`src/rtl/axi_lite_pkg.sv`:
```
// axi_lite_pkg: shared types for the AXI4-Lite master slice.
//   resp_t     - AXI response encoding (OKAY/EXOKAY/SLVERR/DECERR)
//   wr_state_t - write-path FSM states
//   rd_state_t - read-path FSM states
package axi_lite_pkg;

    typedef enum logic [1:0] {
        OKAY   = 2'b00,
        EXOKAY = 2'b01,
        SLVERR = 2'b10,
        DECERR = 2'b11
    } resp_t;

    typedef enum logic [1:0] {
        W_IDLE = 2'b00,
        W_SEND = 2'b01,
        W_RESP = 2'b10
    } wr_state_t;

    typedef enum logic [1:0] {
        R_IDLE = 2'b00,
        R_ADDR = 2'b01,
        R_DATA = 2'b10
    } rd_state_t;

endpackage

```
`src/rtl/axi_lite_if.sv`:
```
// axi_lite_if: AXI4-Lite link bundle (clock and reset carried in the interface).
//   Parameters: ADDRESS_WIDTH, DATA_WIDTH (multiple of 8).
//   modport master: drives AW/W/AR VALID+payload, BREADY, RREADY.
//   modport slave : drives AW/W/AR READY, B and R channels.
interface axi_lite_if #(
    parameter int unsigned ADDRESS_WIDTH = 32,
    parameter int unsigned DATA_WIDTH    = 32
);
    logic                      ACLK;
    logic                      ARESETn;

    logic                      AWVALID;
    logic                      AWREADY;
    logic [ADDRESS_WIDTH-1:0]  AWADDR;

    logic                      WVALID;
    logic                      WREADY;
    logic [DATA_WIDTH-1:0]     WDATA;
    logic [DATA_WIDTH/8-1:0]   WSTRB;

    logic                      BVALID;
    logic                      BREADY;
    logic [1:0]                BRESP;

    logic                      ARVALID;
    logic                      ARREADY;
    logic [ADDRESS_WIDTH-1:0]  ARADDR;

    logic                      RVALID;
    logic                      RREADY;
    logic [DATA_WIDTH-1:0]     RDATA;
    logic [1:0]                RRESP;

    modport master (
        input  ACLK, ARESETn,
        output AWVALID, AWADDR, WVALID, WDATA, WSTRB, BREADY, ARVALID, ARADDR, RREADY,
        input  AWREADY, WREADY, BVALID, BRESP, ARREADY, RVALID, RDATA, RRESP
    );

    modport slave (
        input  ACLK, ARESETn,
        input  AWVALID, AWADDR, WVALID, WDATA, WSTRB, BREADY, ARVALID, ARADDR, RREADY,
        output AWREADY, WREADY, BVALID, BRESP, ARREADY, RVALID, RDATA, RRESP
    );

endinterface

```
`src/rtl/axi_lite_watchdog.sv`:
```
// axi_lite_watchdog: loadable down-counter for response timeouts.
//   clk_i    - clock
//   rst_ni   - synchronous active-low reset
//   load_i   - reload the counter with TIMEOUT_CYCLES
//   run_i    - count down while high; counter clears while low
//   expire_o - high during the TIMEOUT_CYCLES-th cycle of running
module axi_lite_watchdog #(
    parameter int unsigned TIMEOUT_CYCLES = 256
) (
    input  logic clk_i,
    input  logic rst_ni,
    input  logic load_i,
    input  logic run_i,
    output logic expire_o
);
    localparam int unsigned CW = $clog2(TIMEOUT_CYCLES + 1);

    logic [CW-1:0] cnt_q, cnt_d;

    always_comb begin
        cnt_d = cnt_q;
        if (load_i) begin
            cnt_d = CW'(TIMEOUT_CYCLES);
        end else if (!run_i) begin
            cnt_d = '0;
        end else if (cnt_q != '0) begin
            cnt_d = cnt_q - 1'b1;
        end
    end

    always_ff @(posedge clk_i) begin
        if (!rst_ni) begin
            cnt_q <= '0;
        end else begin
            cnt_q <= cnt_d;
        end
    end

    // Loaded on the edge entering the wait state, so the count reads 1 on the
    // last permitted cycle and the abort edge ends exactly TIMEOUT_CYCLES
    // edges after entry.
    assign expire_o = run_i && (cnt_q == CW'(1));

endmodule

```
`src/rtl/axi4_lite_master.sv`:
```
// axi4_lite_master: AXI4-Lite initiator with independent single-outstanding
// write and read paths.
//   axi                         - axi_lite_if.master (ACLK, ARESETn sync active-low)
//   master_waddr/wdata/wstrb    - write payload, sampled with start_write
//   start_write / start_read    - request pulses, dropped while the path is busy
//   master_raddr                - read address, sampled with start_read
//   write_busy / read_busy      - path not idle
//   write_done / read_done      - one-cycle completion pulses
//   master_bresp                - latched BRESP
//   master_rdata / master_rresp - latched RDATA / RRESP
// Optional: AXI_LITE_MASTER_TIMEOUT_EN adds a per-path response watchdog
// (TIMEOUT_CYCLES) that aborts with SLVERR.
module axi4_lite_master
    import axi_lite_pkg::*;
#(
    parameter int unsigned DATA_WIDTH     = 32,
    parameter int unsigned ADDRESS_WIDTH  = 32,
    parameter int unsigned TIMEOUT_CYCLES = 256
) (
    axi_lite_if.master                 axi,
    input  logic [ADDRESS_WIDTH-1:0]   master_waddr,
    input  logic [DATA_WIDTH-1:0]      master_wdata,
    input  logic [DATA_WIDTH/8-1:0]    master_wstrb,
    input  logic                       start_write,
    input  logic [ADDRESS_WIDTH-1:0]   master_raddr,
    input  logic                       start_read,
    output logic                       write_busy,
    output logic                       read_busy,
    output logic                       write_done,
    output logic [1:0]                 master_bresp,
    output logic                       read_done,
    output logic [DATA_WIDTH-1:0]      master_rdata,
    output logic [1:0]                 master_rresp
);
    if ((DATA_WIDTH == 0) || ((DATA_WIDTH % 8) != 0)) begin : g_bad_data_width
        $error("axi4_lite_master: DATA_WIDTH must be a non-zero multiple of 8");
    end
    if (TIMEOUT_CYCLES == 0) begin : g_bad_timeout
        $error("axi4_lite_master: TIMEOUT_CYCLES must be at least 1");
    end

    // ---------------- write path ----------------
    wr_state_t                 wstate_q, wstate_d;
    logic                      awvalid_q, awvalid_d;
    logic                      wvalid_q, wvalid_d;
    logic                      bready_q, bready_d;
    logic [ADDRESS_WIDTH-1:0]  awaddr_q, awaddr_d;
    logic [DATA_WIDTH-1:0]     wdata_q, wdata_d;
    logic [DATA_WIDTH/8-1:0]   wstrb_q, wstrb_d;
    logic [1:0]                bresp_q, bresp_d;
    logic                      wdone_q, wdone_d;
    logic                      w_expire;

    // ---------------- read path ----------------
    rd_state_t                 rstate_q, rstate_d;
    logic                      arvalid_q, arvalid_d;
    logic                      rready_q, rready_d;
    logic [ADDRESS_WIDTH-1:0]  araddr_q, araddr_d;
    logic [DATA_WIDTH-1:0]     rdata_q, rdata_d;
    logic [1:0]                rresp_q, rresp_d;
    logic                      rdone_q, rdone_d;
    logic                      r_expire;

`ifdef AXI_LITE_MASTER_TIMEOUT_EN
    axi_lite_watchdog #(
        .TIMEOUT_CYCLES (TIMEOUT_CYCLES)
    ) u_wr_wdog (
        .clk_i    (axi.ACLK),
        .rst_ni   (axi.ARESETn),
        .load_i   ((wstate_q == W_SEND) && (wstate_d == W_RESP)),
        .run_i    (wstate_q == W_RESP),
        .expire_o (w_expire)
    );

    axi_lite_watchdog #(
        .TIMEOUT_CYCLES (TIMEOUT_CYCLES)
    ) u_rd_wdog (
        .clk_i    (axi.ACLK),
        .rst_ni   (axi.ARESETn),
        .load_i   ((rstate_q == R_ADDR) && (rstate_d == R_DATA)),
        .run_i    (rstate_q == R_DATA),
        .expire_o (r_expire)
    );
`else
    assign w_expire = 1'b0;
    assign r_expire = 1'b0;
`endif

    always_comb begin
        wstate_d  = wstate_q;
        awvalid_d = awvalid_q;
        wvalid_d  = wvalid_q;
        bready_d  = bready_q;
        awaddr_d  = awaddr_q;
        wdata_d   = wdata_q;
        wstrb_d   = wstrb_q;
        bresp_d   = bresp_q;
        wdone_d   = 1'b0;
        case (wstate_q)
            W_IDLE: begin
                if (start_write) begin
                    awaddr_d  = master_waddr;
                    wdata_d   = master_wdata;
                    wstrb_d   = master_wstrb;
                    awvalid_d = 1'b1;
                    wvalid_d  = 1'b1;
                    wstate_d  = W_SEND;
                end
            end
            W_SEND: begin
                if (awvalid_q && axi.AWREADY) awvalid_d = 1'b0;
                if (wvalid_q && axi.WREADY)   wvalid_d  = 1'b0;
                // Both channels are finished once neither VALID survives this edge,
                // which covers either order and the same-cycle case.
                if (!awvalid_d && !wvalid_d) begin
                    bready_d = 1'b1;
                    wstate_d = W_RESP;
                end
            end
            W_RESP: begin
                if (bready_q && axi.BVALID) begin
                    bresp_d  = axi.BRESP;
                    wdone_d  = 1'b1;
                    bready_d = 1'b0;
                    wstate_d = W_IDLE;
                end else if (w_expire) begin
                    bresp_d  = SLVERR;
                    wdone_d  = 1'b1;
                    bready_d = 1'b0;
                    wstate_d = W_IDLE;
                end
            end
            default: begin
                awvalid_d = 1'b0;
                wvalid_d  = 1'b0;
                bready_d  = 1'b0;
                wstate_d  = W_IDLE;
            end
        endcase
    end

    always_comb begin
        rstate_d  = rstate_q;
        arvalid_d = arvalid_q;
        rready_d  = rready_q;
        araddr_d  = araddr_q;
        rdata_d   = rdata_q;
        rresp_d   = rresp_q;
        rdone_d   = 1'b0;
        case (rstate_q)
            R_IDLE: begin
                if (start_read) begin
                    araddr_d  = master_raddr;
                    arvalid_d = 1'b1;
                    rstate_d  = R_ADDR;
                end
            end
            R_ADDR: begin
                if (arvalid_q && axi.ARREADY) begin
                    arvalid_d = 1'b0;
                    rready_d  = 1'b1;
                    rstate_d  = R_DATA;
                end
            end
            R_DATA: begin
                if (rready_q && axi.RVALID) begin
                    rdata_d  = axi.RDATA;
                    rresp_d  = axi.RRESP;
                    rdone_d  = 1'b1;
                    rready_d = 1'b0;
                    rstate_d = R_IDLE;
                end else if (r_expire) begin
                    rdata_d  = '0;
                    rresp_d  = SLVERR;
                    rdone_d  = 1'b1;
                    rready_d = 1'b0;
                    rstate_d = R_IDLE;
                end
            end
            default: begin
                arvalid_d = 1'b0;
                rready_d  = 1'b0;
                rstate_d  = R_IDLE;
            end
        endcase
    end

    always_ff @(posedge axi.ACLK) begin
        if (!axi.ARESETn) begin
            wstate_q  <= W_IDLE;
            awvalid_q <= 1'b0;
            wvalid_q  <= 1'b0;
            bready_q  <= 1'b0;
            awaddr_q  <= '0;
            wdata_q   <= '0;
            wstrb_q   <= '0;
            bresp_q   <= '0;
            wdone_q   <= 1'b0;
            rstate_q  <= R_IDLE;
            arvalid_q <= 1'b0;
            rready_q  <= 1'b0;
            araddr_q  <= '0;
            rdata_q   <= '0;
            rresp_q   <= '0;
            rdone_q   <= 1'b0;
        end else begin
            wstate_q  <= wstate_d;
            awvalid_q <= awvalid_d;
            wvalid_q  <= wvalid_d;
            bready_q  <= bready_d;
            awaddr_q  <= awaddr_d;
            wdata_q   <= wdata_d;
            wstrb_q   <= wstrb_d;
            bresp_q   <= bresp_d;
            wdone_q   <= wdone_d;
            rstate_q  <= rstate_d;
            arvalid_q <= arvalid_d;
            rready_q  <= rready_d;
            araddr_q  <= araddr_d;
            rdata_q   <= rdata_d;
            rresp_q   <= rresp_d;
            rdone_q   <= rdone_d;
        end
    end

    assign axi.AWVALID   = awvalid_q;
    assign axi.AWADDR    = awaddr_q;
    assign axi.WVALID    = wvalid_q;
    assign axi.WDATA     = wdata_q;
    assign axi.WSTRB     = wstrb_q;
    assign axi.BREADY    = bready_q;
    assign axi.ARVALID   = arvalid_q;
    assign axi.ARADDR    = araddr_q;
    assign axi.RREADY    = rready_q;

    assign write_busy    = (wstate_q != W_IDLE);
    assign read_busy     = (rstate_q != R_IDLE);
    assign write_done    = wdone_q;
    assign master_bresp  = bresp_q;
    assign read_done     = rdone_q;
    assign master_rdata  = rdata_q;
    assign master_rresp  = rresp_q;

endmodule

```
`src/flat_wrapper.sv`:
```
// flat-port wrapper written by rule: the top's interface ports become plain ports
module axi4_lite_master_flat import axi_lite_pkg::*;
#(
    parameter int unsigned DATA_WIDTH     = 32,
    parameter int unsigned ADDRESS_WIDTH  = 32,
    parameter int unsigned TIMEOUT_CYCLES = 256
)
  (master_waddr, master_wdata, master_wstrb, start_write, master_raddr, start_read, write_busy, read_busy, write_done, master_bresp, read_done, master_rdata, master_rresp, axi_ACLK, axi_ARESETn, axi_AWVALID, axi_AWADDR, axi_WVALID, axi_WDATA, axi_WSTRB, axi_BREADY, axi_ARVALID, axi_ARADDR, axi_RREADY, axi_AWREADY, axi_WREADY, axi_BVALID, axi_BRESP, axi_ARREADY, axi_RVALID, axi_RDATA, axi_RRESP);
  axi_lite_if #(.ADDRESS_WIDTH(ADDRESS_WIDTH), .DATA_WIDTH(DATA_WIDTH)) axi_i ();
  input  logic [ADDRESS_WIDTH-1:0] master_waddr;
  input  logic [DATA_WIDTH-1:0] master_wdata;
  input  logic [DATA_WIDTH/8-1:0] master_wstrb;
  input  logic start_write;
  input  logic [ADDRESS_WIDTH-1:0] master_raddr;
  input  logic start_read;
  output logic write_busy;
  output logic read_busy;
  output logic write_done;
  output logic [1:0] master_bresp;
  output logic read_done;
  output logic [DATA_WIDTH-1:0] master_rdata;
  output logic [1:0] master_rresp;
  input wire logic [$bits(axi_i.ACLK)-1:0] axi_ACLK;
  input wire logic [$bits(axi_i.ARESETn)-1:0] axi_ARESETn;
  output wire logic [$bits(axi_i.AWVALID)-1:0] axi_AWVALID;
  output wire logic [$bits(axi_i.AWADDR)-1:0] axi_AWADDR;
  output wire logic [$bits(axi_i.WVALID)-1:0] axi_WVALID;
  output wire logic [$bits(axi_i.WDATA)-1:0] axi_WDATA;
  output wire logic [$bits(axi_i.WSTRB)-1:0] axi_WSTRB;
  output wire logic [$bits(axi_i.BREADY)-1:0] axi_BREADY;
  output wire logic [$bits(axi_i.ARVALID)-1:0] axi_ARVALID;
  output wire logic [$bits(axi_i.ARADDR)-1:0] axi_ARADDR;
  output wire logic [$bits(axi_i.RREADY)-1:0] axi_RREADY;
  input wire logic [$bits(axi_i.AWREADY)-1:0] axi_AWREADY;
  input wire logic [$bits(axi_i.WREADY)-1:0] axi_WREADY;
  input wire logic [$bits(axi_i.BVALID)-1:0] axi_BVALID;
  input wire logic [$bits(axi_i.BRESP)-1:0] axi_BRESP;
  input wire logic [$bits(axi_i.ARREADY)-1:0] axi_ARREADY;
  input wire logic [$bits(axi_i.RVALID)-1:0] axi_RVALID;
  input wire logic [$bits(axi_i.RDATA)-1:0] axi_RDATA;
  input wire logic [$bits(axi_i.RRESP)-1:0] axi_RRESP;
  assign axi_i.ACLK = axi_ACLK;
  assign axi_i.ARESETn = axi_ARESETn;
  assign axi_AWVALID = axi_i.AWVALID;
  assign axi_AWADDR = axi_i.AWADDR;
  assign axi_WVALID = axi_i.WVALID;
  assign axi_WDATA = axi_i.WDATA;
  assign axi_WSTRB = axi_i.WSTRB;
  assign axi_BREADY = axi_i.BREADY;
  assign axi_ARVALID = axi_i.ARVALID;
  assign axi_ARADDR = axi_i.ARADDR;
  assign axi_RREADY = axi_i.RREADY;
  assign axi_i.AWREADY = axi_AWREADY;
  assign axi_i.WREADY = axi_WREADY;
  assign axi_i.BVALID = axi_BVALID;
  assign axi_i.BRESP = axi_BRESP;
  assign axi_i.ARREADY = axi_ARREADY;
  assign axi_i.RVALID = axi_RVALID;
  assign axi_i.RDATA = axi_RDATA;
  assign axi_i.RRESP = axi_RRESP;
  axi4_lite_master #(.DATA_WIDTH(DATA_WIDTH), .ADDRESS_WIDTH(ADDRESS_WIDTH), .TIMEOUT_CYCLES(TIMEOUT_CYCLES)) u_core (.axi(axi_i), .master_waddr(master_waddr), .master_wdata(master_wdata), .master_wstrb(master_wstrb), .start_write(start_write), .master_raddr(master_raddr), .start_read(start_read), .write_busy(write_busy), .read_busy(read_busy), .write_done(write_done), .master_bresp(master_bresp), .read_done(read_done), .master_rdata(master_rdata), .master_rresp(master_rresp));
endmodule
```
`config.mk`:
```
export PLATFORM = sky130hd
export DESIGN_NAME = axi4_lite_master_flat
export DESIGN_NICKNAME = d
export VERILOG_FILES = /design/src/rtl/axi_lite_pkg.sv /design/src/rtl/axi_lite_if.sv /design/src/rtl/axi_lite_watchdog.sv /design/src/rtl/axi4_lite_master.sv /design/src/flat_wrapper.sv
export SDC_FILE = /design/constraint.sdc
export NUM_CORES = 1
export LEC_CHECK = 0
export CAP_MARGIN = 20
export CELL_PAD_IN_SITES_DETAIL_PLACEMENT = 0
export CELL_PAD_IN_SITES_GLOBAL_PLACEMENT = 1
export CORE_UTILIZATION = 29
export DETAILED_ROUTE_END_ITERATION = 8
export GPL_TIMING_DRIVEN = 0
export HOLD_SLACK_MARGIN = 0.05
export PLACE_DENSITY_LB_ADDON = 0.1
export SETUP_SLACK_MARGIN = 0.5
export SLEW_MARGIN = 30
export SYNTH_ARGS = -nofsm -noshare
export SYNTH_HDL_FRONTEND = slang
export SYNTH_HIERARCHICAL = 1
export SYNTH_SLANG_ARGS = --single-unit
```
`constraint.sdc`:
```
create_clock -name axi_ACLK -period 3.4 [get_ports axi_ACLK]
set_clock_uncertainty 0.2 [all_clocks]
set_input_delay 0.85 -clock axi_ACLK [delete_from_list [all_inputs] [get_ports axi_ACLK]]
set_output_delay 0.85 -clock axi_ACLK [all_outputs]
set_load 0.005 [all_outputs]
```
==> results of run 1 <==
==> metal layers <==
layer,share of wire,up-vias
met5,0,-
met4,0.0093,0
met3,0.11,11
met2,0.46,199
met1,0.43,2578
li1,-,2856
==> placed cells by master, fill, tap and decap left out, types with 7 or more instances in the layout <==
master / Yosys / routed
buf_2: 19 / 19
clkbuf_16: 0 / 17
clkbuf_1: 31 / 34
nand2_1: 137 / 137
nand3_1: 140 / 140
o21ai_0: 136 / 136
dfxtp_1: 147 / 147
o21ai_1: 7 / 7
clkdlybuf4s50_1: 0 / 288
inv_1: 7 / 7
==> sequential cells by signal (all words and copies together), names as in the netlist, 4 cells and up <==
signal	flops
u_core/master_rdata	32
u_core/axi.WDATA	32
u_core/axi.ARADDR	32
u_core/axi.AWADDR	32
u_core/axi.WSTRB	4
==> final cells by class <==
cell class,instances,area [µm²]
repair buffers,288,2883
multi-input cells,444,2111
fillers,1814,8946
clock inverters,9,78.83
clock buffers,23,478.0
inverters,7,26.28
flip-flops and latches,147,2943
plain buffers,60,272.8
well taps,229,286.5
==> metrics by stage <==
step / power, mW / setup WS [ns] / hold slack (ns) / util
finish: 4.363 / 0.7448 / 0.2521 / 0.5037
global route: 4.565 / 0.6873 / 0.2678 / 0.5037
CTS: 4.427 / 0.7052 / 0.2544 / 0.5037
detailed placement: 2.623 / 0.6582 / 0.2457 / 0.4728
global placement: 2.625 / 0.6327 / 0.2369 / 0.4728
floorplan: 2.153 / 1.511 / 0.2447 / -
==> final timing paths <==
kind | start | depth (start not counted) | end | slack [ns]
worst max-delay path | u_core/rstate_q[0] | 3 | read_busy | 0.74
worst min-delay path | u_core/axi.ARADDR[29] | 2 | u_core/axi.ARADDR[29] | 0.25
worst max register to register | u_core/rstate_q[0] | 4 | u_core/axi.ARADDR[14] | 1.64
worst min register to register | u_core/axi.ARADDR[29] | 2 | u_core/axi.ARADDR[29] | 0.25
==> logic make-up (layout without fill, tap and decap cells) <==
logic type,count (synthesis),count (layout),synth area share
AOI/OAI and AO/OA,151,151,0.1431
buffers and inverters,67,387,0.05587
DFF,147,147,0.5498
and+or+nand+nor,293,293,0.2513
==> power groups by stage <==
| stage | logic, mW | clock network, mW | registers (mW) |
|---|---|---|---|
| after floorplan | 0.224 | 0 | 1.93 |
| after global placement | 0.703 | 0 | 1.92 |
| after detailed placement | 0.699 | 0 | 1.92 |
| after CTS | 0.703 | 1.84 | 1.89 |
| after global routing | 0.760 | 1.90 | 1.90 |
| final | 0.691 | 1.78 | 1.89 |
==> tightest hold or removal path: stages, from the launching register on <==
cell and delay, ns:
dfxtp_1 0.31, nand2_1 0.05, o21ai_1 0.05
==> metrics, run 1 <==
Root Buffer=clkbuf_16; Slew Viols, Final=0; CTS HTree Levels=4; Sinks on Clock Net=147; GP Congestion=0.7738; headroom to the max-slew limit=0.6397; initial antenna violation count=0; hold_buf cts=0; # IOs=290; Synth cell types=27; count leader, synth=dfxtp_1; CTS buffer count=17; vias in the first global route=5,363; Worst Path Required=2.35 ns; clock buffer depth=2; post-route ant nets=0; P_leak=3.309 nW; Fin Setup TNS=0 ns; Post-synth top flop=dfxtp_1; Setup crit end kind=primary output; most used routing layer=met2; grt ovf=0; internal power=3.289 mW; final WL=19,070 µm; Post-CTS Setup Inserts=0; met3 usage=0.07931; total vias in the final route=5,644; Total Die Area=19,000 µm²; Final Hold Fails=0; starting density of the core=0.2970; die width=137.9 µm; max_cap viols=0; Setup CP Type=reg -> out; share of post-route cells with drive strength above 1=0.06135; num rows=49; Clock power frac=0.409; nature of the critical path startpoint=flip-flop; crit-path cells=buf_2, or2_2, clkdlybuf4s50_1; Comb power frac=0.158; placed cells=1,175; ys async rst share=0; Die Span Y=137.9 µm; Avg Inst Size Synth=8.135 µm²; setup violators final=0; status=finished clean; post-route insts no fill=1,207; Final nets=1,110; CP Buf/Inv Count=2; # port buffers=288; Reg clk slew, reported paths=0.06 ns; critical-path maximum fanout=8; DRT Pass-1 Iters=4; met2 Usage GRT=0.3206; # DRC=0; share of power burned in registers=0.433; Routed WL per cell=15.80 µm; family with the most delay on the worst path=buffers and inverters; Diodes inserted=0; Hold Crit Class=reg -> reg; M1 GR Usage=0.2401; P per Cell Area=480.6 nW/µm²; post-route cell area=9079 µm²; Synth Instances=658; vias per cell=4.676; hpwl dp=14,050 µm; Core ar.=18,020 µm²; register area share after synthesis=0.5498; Iteration-0 DRC Markers=212; Synth top area share=0.5498; clock latency at the later pin of the worst-skew pair=0.41 ns; Synthesized Nets=803; P_sw=1.073 mW; crit path time final=2.655 ns; Slowest cell on crit path=clkdlybuf4s50_1; pin count of the biggest net entering global routing=17; FF+latch count, synth=147; unrepaired setup endpoints after global routing=no; sw frac=0.2460; dominant cell type by area after synthesis=dfxtp_1; Worst IR Drop VDD=0.3460 mV; Max Clk Rate=376.6 MHz; post-route clock period utilization=0.7809; Global Route Usage Sum=0.1997; commonest cells in the netlist=dfxtp_1 (147), nand3_1 (140), nand2_1 (137), o21ai_0 (136), clkbuf_1 (31); Post-synth EDFFs=0; Crit path largest cell delay=0.46 ns; Arrival @ worst endpoint=1.61 ns; Area growth, synth to finish=69.61%; Yosys warning total=6; top cells by area, synth=dfxtp_1 (55%), nand3_1 (13%), o21ai_0 (13%), nand2_1 (9.6%), clkbuf_1 (2.2%); first-pass GRT wire length=28,840 µm; TritonCTS clock tree=built; post_cts resized=0; Worst Tran Pin Value=0.5404 ns; mapped cell area=5353 µm²; placement-stage cell area=8522 µm²
No activity file was read; power rests on OpenSTA's default activity.
==> inputs of run 2 (changes only) <==
--- a/config.mk
+++ b/config.mk
@@ -8,7 +8,7 @@
 export CAP_MARGIN = 20
 export CELL_PAD_IN_SITES_DETAIL_PLACEMENT = 0
 export CELL_PAD_IN_SITES_GLOBAL_PLACEMENT = 1
-export CORE_UTILIZATION = 29
+export CORE_UTILIZATION = 27
 export DETAILED_ROUTE_END_ITERATION = 8
 export GPL_TIMING_DRIVEN = 0
 export HOLD_SLACK_MARGIN = 0.05
==> constraint.sdc (replaced) <==
create_clock -name axi_ACLK -period 2.5 [get_ports axi_ACLK]
set_clock_uncertainty 0.2 [all_clocks]
set_input_delay 0.625 -clock axi_ACLK [delete_from_list [all_inputs] [get_ports axi_ACLK]]
set_output_delay 0.625 -clock axi_ACLK [all_outputs]
set_load 0.005 [all_outputs]
==> run 2 against run 1 <==
Effect of this change:
- sequential power rose by 35%
- sequential share of layout area rose by 0.44 points
- count of clock-buffer cells in the layout fell by 2
- via count rose by 0.67%
- final cell count rose by 3.4%
- first-iteration DRC count rose by 27%
- combinational power rose by 27%
- global-route usage fell by 0.92 points
- cell area fell by 0.47%
- non-clock buffer count rose by 5
- die area rose by 7.3%
- clock power rose by 38%
==> metrics, run 2 (synthesis gave the netlist of run 1 again) <==
fill count=2,010 (+11%); Diodes inserted=0 (unchanged); clock latency at the later pin of the worst-skew pair=0.41 ns (about the same); Worst Path Required=1.67 ns (-0.68 ns); crit-path cells=buf_6, or2_2, clkbuf_2; crit path time final=2.055 ns; TritonCTS clock tree=built; r2r worst-path depth=7 (+3); hpwl dp=14,140 µm (+0.65%); Total Die Area=20,390 µm² (+7.3%); Root Buffer=clkbuf_16; post-route ant nets=0 (unchanged); Routed WL per cell=15.56 µm (-1.5%); clock buffer depth=2 (unchanged); Slew Viols, Final=0 (unchanged); Arrival @ worst endpoint=1.23 ns (-0.38 ns); final WL=19,420 µm (+1.8%); Setup crit end kind=primary output; CP Buf/Inv Count=2 (unchanged); # IOs=290 (unchanged); Worst IR Drop VDD=0.4363 mV (+26%); P per Cell Area=651.2 nW/µm² (+36%); Reg clk slew, reported paths=0.06 ns (about the same); status=finished clean; vias per cell=4.553 (-2.6%); Iteration-0 DRC Markers=270 (+27%); pin count of the biggest net entering global routing=17 (unchanged); final hold slack=0.2505 ns (-0.001587 ns); critical-path maximum fanout=8 (unchanged); nature of the critical path startpoint=flip-flop; # DRC=0 (unchanged); Slowest cell on crit path=dfxtp_1; CTS HTree Levels=4 (unchanged); unrepaired setup endpoints after global routing=yes; GP Congestion=0.7520 (-2.8%); hold_sp=u_core/axi.ARADDR[28]; Sinks on Clock Net=147 (unchanged); Worst Tran Pin Value=0.5370 ns (-0.003433 ns); Core ar.=19,460 µm² (+8.0%); Final Hold Fails=0 (unchanged); setup violators final=0 (unchanged); initial antenna violation count=0 (unchanged); Multi-input gate area=2120 µm² (+0.42%); Max Clk Rate=486.6 MHz; placed cells=1,211 (+3.1%); worst reg2reg setup slack=0.76 ns (-0.88 ns); total vias in the final route=5,682 (+0.67%); family with the most delay on the worst path=flip-flops; starting density of the core=0.2750 (-0.02194); Area growth, synth to finish=68.82%; Die Span Y=142.8 µm (+3.6%); grt ovf=0 (unchanged); vias in the first global route=5,311 (-0.97%); Hold Crit Depth=2 (unchanged); headroom to the max-slew limit=0.6420 (+0.002289); reg2reg start=u_core/wstate_q[1]; CTS buffer count=17 (unchanged); Final Util=0.4643 (-0.03939); most frequent cells in the layout=clkdlybuf4s50_1 (143), dlygate4sd2_1 (143), nand3_1 (140), nand2_1 (137), o21ai_0 (136); # port buffers=288 (unchanged); Final nets=1,115 (+0.45%); Global Route Usage Sum=0.1906 (-0.009151); post-route insts no fill=1,248 (+3.4%); max_cap viols=0 (unchanged); Crit path largest cell delay=0.30 ns (-0.16 ns); first-pass GRT wire length=29,780 µm (+3.3%); DRT Pass-1 Iters=4 (unchanged); register area=2969 µm² (+0.89%); WHS Endpoint=u_core/axi.ARADDR[28]; num rows=51 (+4.1%); share of post-route cells with drive strength above 1=0.08647 (+0.02512); P_leak=3.946 nW (+19%); worst reg2reg endpoint=u_core/axi.WDATA[1]; Hold Crit Class=reg -> reg; Setup CP Type=reg -> out; die width=142.8 µm (+3.6%); post-route clock period utilization=0.8221
-- run 2: how the worst max path moves through the flow --
stage,from,end,slack [ns],depth (start not counted)
global route,u_core/rstate_q[0],read_busy,0.39,3
detailed placement,start_read,u_core/axi.ARADDR[18],-0.01,4
CTS,u_core/rstate_q[0],read_busy,0.31,3
floorplan,axi_ARESETn,u_core/axi.ARADDR[26],0.84,5
global placement,start_read,u_core/axi.ARADDR[18],-0.04,4
finish,u_core/rstate_q[0],read_busy,0.44,3
-- run 2: layout make-up --
type                            count  share of cell area
Multi-Input combinational cell    444              0.2346
Tap cell                          265             0.03669
Timing Repair Buffer              293              0.3030
Clock inverter                     11             0.01149
Buffer                             60             0.03185
Sequential cell                   147              0.3286
Inverter                            7            0.002908
Clock buffer                       21             0.05096
-- run 2: stage by stage --
stage / worst slack (ns) / total power [mW] / TNS, ns / instance area [µm²]
finish: 0.4448 / 5.884 / 0 / 9036
global route: 0.3904 / 6.184 / 0 / 9036
CTS: 0.3067 / 5.960 / 0 / 9010
detailed placement: -0.01224 / 3.568 / -0.01224 / 8567
global placement: -0.04165 / 3.573 / -0.3362 / 8567
floorplan: 0.8360 / 2.928 / 0 / 5353
-- run 2: layer usage --
layer  wire length (µm)  GRT usage
met2               8918     0.2993
met5                  0          0
met4                144    0.04697
met3               1698    0.07512
met1               8660     0.2430
-- run 2: timing repair --
action                     in CTS  in global routing
setup endpoints to repair     165                 66
setup buffers                   3                  2
gates resized for setup       172                  6
hold buffers                    0                  0
hold endpoints to repair        0                  0
-- run 2: report_power, final --
part | internal, mW | switching (mW) | total, mW | leakage (nW)
sequential | 2.49 | 0.0706 | 2.56 | 1.21
clock | 1.43 | 1.02 | 2.45 | 0.262
combinational | 0.468 | 0.408 | 0.877 | 2.48
-- run 2: worst reg2reg max path, delay by kind of cell, from the launching register on --
family | cells | cell delay [ns]
buf+inv | 4 | 0.67
simple gates | 2 | 0.37
flops | 1 | 0.35
compound gates | 1 | 0.07
